`config.mk`:
```
export PLATFORM = sky130hd
export DESIGN_NAME = multi_xfer_sequencer
export DESIGN_NICKNAME = d
export VERILOG_FILES = /design/src/rtl/iitb_pkg.sv /design/src/rtl/lsb_priority_enc.sv /design/src/rtl/multi_xfer_sequencer.sv
export SDC_FILE = /design/constraint.sdc
export NUM_CORES = 1
export LEC_CHECK = 0
export BUFFER_PORTS_ARGS = -buffer_cell sky130_fd_sc_hd__buf_2
export CAP_MARGIN = 20
export CORE_UTILIZATION = 30
export CTS_BUF_LIST = sky130_fd_sc_hd__clkbuf_4 sky130_fd_sc_hd__clkbuf_8 sky130_fd_sc_hd__clkbuf_16
export DETAILED_ROUTE_END_ITERATION = 6
export GPL_ROUTABILITY_DRIVEN = 0
export HOLD_SLACK_MARGIN = 0.02
export SKIP_LAST_GASP = 1
export SYNTH_ARGS = -nofsm -noshare
export SYNTH_HDL_FRONTEND = slang
export SYNTH_SLANG_ARGS = --single-unit
```
`constraint.sdc`:
```
create_clock -name clk -period 2.69 [get_ports clk]
set_input_delay 0.6725 -clock clk [delete_from_list [all_inputs] [get_ports clk]]
set_output_delay 0.6725 -clock clk [all_outputs]
set_load 0.05 [all_outputs]
```
`src/rtl/iitb_pkg.sv`:
```
// iitb_pkg: shared sequencer state encoding, register-file constants and multi-transfer opcodes.
package iitb_pkg;
  typedef enum logic [1:0] {IDLE, RUN, DONE} seq_state_t;
  localparam int NREGS = 8;
  localparam int REG_AW = $clog2(NREGS);
  localparam logic [3:0] LM = 4'b1100;
  localparam logic [3:0] SM = 4'b1101;
  localparam logic [3:0] LA = 4'b1110;
  localparam logic [3:0] SA = 4'b1111;
endpackage

```
`src/rtl/lsb_priority_enc.sv`:
```
// lsb_priority_enc: index of the lowest set bit of a mask, plus a flag that any bit is set.
module lsb_priority_enc #(
  parameter int N  = 8,
  parameter int AW = $clog2(N)
) (
  input  logic [N-1:0]  mask,
  output logic [AW-1:0] idx,
  output logic          found
);
  always_comb begin
    idx = '0;
    for (int i = N - 1; i >= 0; i--) idx = mask[i] ? AW'(i) : idx;
  end
  assign found = |mask;
endmodule

```
`src/rtl/multi_xfer_sequencer.sv`:
```
// multi_xfer_sequencer: expands LM/SM/LA/SA into one single-register memory micro-op per cycle,
// stalling fetch/decode until the final micro-op is accepted.
module multi_xfer_sequencer #(
  parameter int ADDR_W = 16,
  parameter int NREGS  = 8,
  parameter int REG_AW = $clog2(NREGS)
) (
  input  logic              clk,
  input  logic              reset,
  input  logic              start,
  input  logic              sig_multiple,
  input  logic              sig_all,
  input  logic              load,
  input  logic [NREGS-1:0]  reg_mask,
  input  logic [ADDR_W-1:0] base_addr,
  input  logic              hold,
  input  logic              flush,
  output logic              stall_up,
  output logic              uop_valid,
  output logic [REG_AW-1:0] uop_reg,
  output logic [ADDR_W-1:0] uop_addr,
  output logic              uop_load,
  output logic              uop_last,
  output logic              done
);
  import iitb_pkg::*;
  seq_state_t        state_q, state_d;
  logic [NREGS-1:0]  pend_q, pend_d, eff_mask;
  logic [ADDR_W-1:0] addr_q, addr_d;
  logic              ld_q, ld_d;
  logic [REG_AW-1:0] idx;
  logic              found, run, trigger, accept, one_left;
  lsb_priority_enc #(.N(NREGS), .AW(REG_AW)) u_enc (
    .mask  (pend_q),
    .idx   (idx),
    .found (found)
  );
  assign eff_mask = sig_all ? '1 : reg_mask;
  assign run      = state_q == RUN;
  assign trigger  = state_q == IDLE && start && (sig_multiple || sig_all) && !flush;
  assign accept   = run && !hold;
  // exactly one pending bit: clearing the lowest set bit leaves nothing
  assign one_left = found && (pend_q & (pend_q - NREGS'(1))) == '0;
  always_comb begin
    state_d = state_q;
    pend_d  = pend_q;
    addr_d  = addr_q;
    ld_d    = ld_q;
    if (flush) begin
      state_d = IDLE;
      pend_d  = '0;
    end else if (trigger) begin
      state_d = |eff_mask ? RUN : DONE;
      pend_d  = eff_mask;
      addr_d  = base_addr;
      ld_d    = load;
    end else if (accept) begin
      state_d = one_left ? DONE : RUN;
      pend_d  = pend_q & (pend_q - NREGS'(1));
      addr_d  = addr_q + ADDR_W'(1);
    end else if (state_q == DONE) begin
      state_d = IDLE;
    end
  end
  always_ff @(posedge clk) begin
    if (reset) begin
      state_q <= IDLE;
      pend_q  <= '0;
      addr_q  <= '0;
      ld_q    <= 1'b0;
    end else begin
      state_q <= state_d;
      pend_q  <= pend_d;
      addr_q  <= addr_d;
      ld_q    <= ld_d;
    end
  end
  assign stall_up  = (trigger && |eff_mask) || (run && !(one_left && !hold));
  assign uop_valid = run;
  assign uop_reg   = run ? idx : '0;
  assign uop_addr  = run ? addr_q : '0;
  assign uop_load  = run && ld_q;
  assign uop_last  = run && one_left;
  assign done      = state_q == DONE;
endmodule

```
==> results.md <==
* Placed cell count at 363
* CP delay by family, top: simple AND/OR/NAND/NOR gates
* Max_slew headroom at 72.85%
* GRT overflow at 0
* ANT cells at 0
* Clk_skew at 13.98 ps
* Post-synth net total at 273
* Detail Placement HPWL at 4.072 mm
* Die width at 80.09 µm
* Synth Instances at 240
* Tmin final at 2568 ps
* Filler cells at 636
* Ys Warns at 0
* Final core occ at 38.78%
* Tightest Pin Transition at 407.3 ps
* Initial Util at 31.08%
* Synth area leader: dfxtp_1
* Critical-path cell list: or4_4 > o21ai_2 > a211oi_1 > o21ai_1 > buf_4
* H-tree depth at 1
* Outcome: complete, no violations
* Max-Cap Viols at 0
* Sequential Power Share at 52.2%
* Sequential share of the synthesized area at 29.55%
* Most common cell after layout, fill and taps aside: buf_2
* Clock latency on the worst-skew pair at 280 ps
* Inserted Clock Buffers at 3
* Nets@finish at 326
* Critical Path AT at 1900 ps
* Main flop type after synthesis: dfxtp_1
* Drt first pass iters at 4
* Fmax at 0.3893 GHz
* Ratio of cells with drive above 1 in the final layout at 28.77%
* #FFs+latches synth at 27
* Crit start category: register
* Syn avg cell area at 7.622 µm²
* Top-area cell type share of the netlist area at 29.55%
* Peak VDD IR at 0.2571 mV
* Area Overhead vs Synth at 24.76%
* Detailed-route wire length per cell at 15.09 µm
* Die Ht at 80.09 µm
* DR vias at 2015
* DP Area at 2207 µm²
* GRT Util Overall at 18.16%
* NetSw at 0.2579 mW
* Largest net degree at the start of global routing at 30
* Final hold vios at 0
* RSZ-0062 raised after global routing: true
* CP Class: reg2out
* Sw Share at 30.38%
* Yosys cell types at 57
* Worst-path clk slew at 110 ps
* Final Cycle Share at 95.48%
* Die area at 6414 µm²
* Leading cell types in the layout, fill and taps excluded: 54 x buf_2, 27 x dfxtp_1, 23 x nor2_1, 18 x and2_1, 18 x nand2_1
* Asr flop ratio synth at 0%
* CP peak stage delay at 590 ps
* Cell Count, Final, Fillers Out at 367
* Hold WS at 459.1 ps
* Comb pwr share at 19.2%
* Internal power at 0.5911 mW
* CTS tree: built
* Slowest cell on the critical path: or4_4
* Endpoints failing setup at 0
* DR vias/cell at 5.490
* Leakage power at 0.8929 nW
* I/O Pins at 56
* First-pass GRT wire length at 9.183 mm
* Buffers & Inverters on Critical Path at 1
* Tot Pwr at 0.8491 mW
* Final Instance Area at 2282 µm²
* DRT Wirelength at 5.537 mm
* Crit Path Max Fanout at 9
* CTS Buffer Depth at 2
* Clk Tree Root Cell: clkbuf_8
* Core outline area at 5886 µm²
* Synthesized cell area at 1829 µm²
* Post-synth EDFFs at 0
* Initial antenna violation count at 0
* Initial drt markers at 138
* IO buf count at 55
* Worst setup EP type: primary output
* Max-slew violation count at 0
* Worst Path Required at 2020 ps
* Num rows at 28
* Hold WC Path Type: reg2reg
* DRC violations left at 0
* Clock power share at 28.7%
* Clock sink count at 27
* Routed Antenna Nets at 0
* Ranking of synthesized cells by area: dfxtp_1 30%, and2_1 6.2%, nor2_1 4.7%
* Post-CTS setup repair buffer count at 0
* Number of global-route vias before repair at 1857
* PD cells at 372.0 nW/µm²
[sequential cells by signal, indices dropped and copies added, names as in the netlist]
register,flops
addr_q,16
pend_q,8
ld_q,1
state_q,2
[repair_timing]
item                                    in CTS  in global routing
gates resized for setup                      1                  5
hold buffers                                 0                  0
endpoints found under the setup margin       1                  3
gates cloned                                 0                  0
[through the flow]
step	setup WS [ps]	setup TNS [ps]
floorplan	-151.8	-151.8
global placement	292.9	0
detailed placement	270.6	0
CTS	15.67	0
global route	-47.27	-47.27
finish	121.6	0
[cell type report]
| cell class | instances | area [µm²] | share of cell area (%) |
|---|---|---|---|
| Clock buffer | 3 | 41.29 | 1.809 |
| Sequential cell | 27 | 540.5 | 23.68 |
| Inverter | 8 | 33.78 | 1.480 |
| Multi-Input combinational cell | 188 | 1212 | 53.12 |
| Clock inverter | 1 | 7.507 | 0.3289 |
| Timing Repair Buffer | 65 | 352.8 | 15.46 |
| Tap cell | 75 | 93.84 | 4.112 |
[logic make-up after synthesis]
kind of cell / share of synthesized area, %
xor+xnor: 2.394
flops: 29.55
compound gates: 26.95
mux: 0.6156
simple gates: 33.45
fa+ha+maj: 1.231
buf+inv: 5.814
[synth_stat cells (3+ instances only)]
| cell type | count |
|---|---|
| dfxtp_1 | 27 |
| nor2_1 | 23 |
| and2_1 | 18 |
| nand2_1 | 18 |
| a21oi_1 | 15 |
| o21ai_0 | 14 |
| clkbuf_1 | 12 |
| a211oi_1 | 11 |
| nand3_1 | 10 |
| nor3_1 | 9 |
| inv_1 | 8 |
| nor4_1 | 5 |
| a311oi_1 | 4 |
| buf_2 | 4 |
| nor2b_1 | 4 |
| and4_1 | 3 |
| nand4_1 | 3 |
| o311a_1 | 3 |
| or4_1 | 3 |
| xor2_1 | 3 |
[power groups by stage]
stage	clock [mW]	sequential, mW	combinational, mW
2_1_floorplan	0	0.442	0.101
6_report	0.243	0.443	0.163
3_3_place_gp	0	0.450	0.158
3_5_place_dp	0	0.451	0.157
5_1_grt	0.269	0.447	0.180
4_1_cts	0.247	0.441	0.159
[final timing paths]
| check | start | to | slack, ps | cells past startpoint |
|---|---|---|---|---|
| worst max-delay path | pend_q[0] | stall_up | 120 | 5 |
| worst min-delay path | ld_q | ld_q | 460 | 2 |
| worst max register to register | state_q[0] | addr_q[9] | 690 | 4 |
| worst min register to register | ld_q | ld_q | 460 | 2 |
[layer usage]
metal  vias up  track usage (%)  wire [µm]  share of wire (%)
li1       1004                -          -                  -
met1       938            26.58       2666                 48
met2        69            27.78       2513                 45
met3         4            2.727        305                5.5
met4         0            3.929         52               0.94
met5         -                0          0                  0
[worst reg2reg max path, cell delays in order (launching register included)]
cell	delay, ps
dfxtp_1	480
or3b_1	580
or3_1	490
nor4_1	280
nor3_1	80
Power figures use the tool's default switching activity.
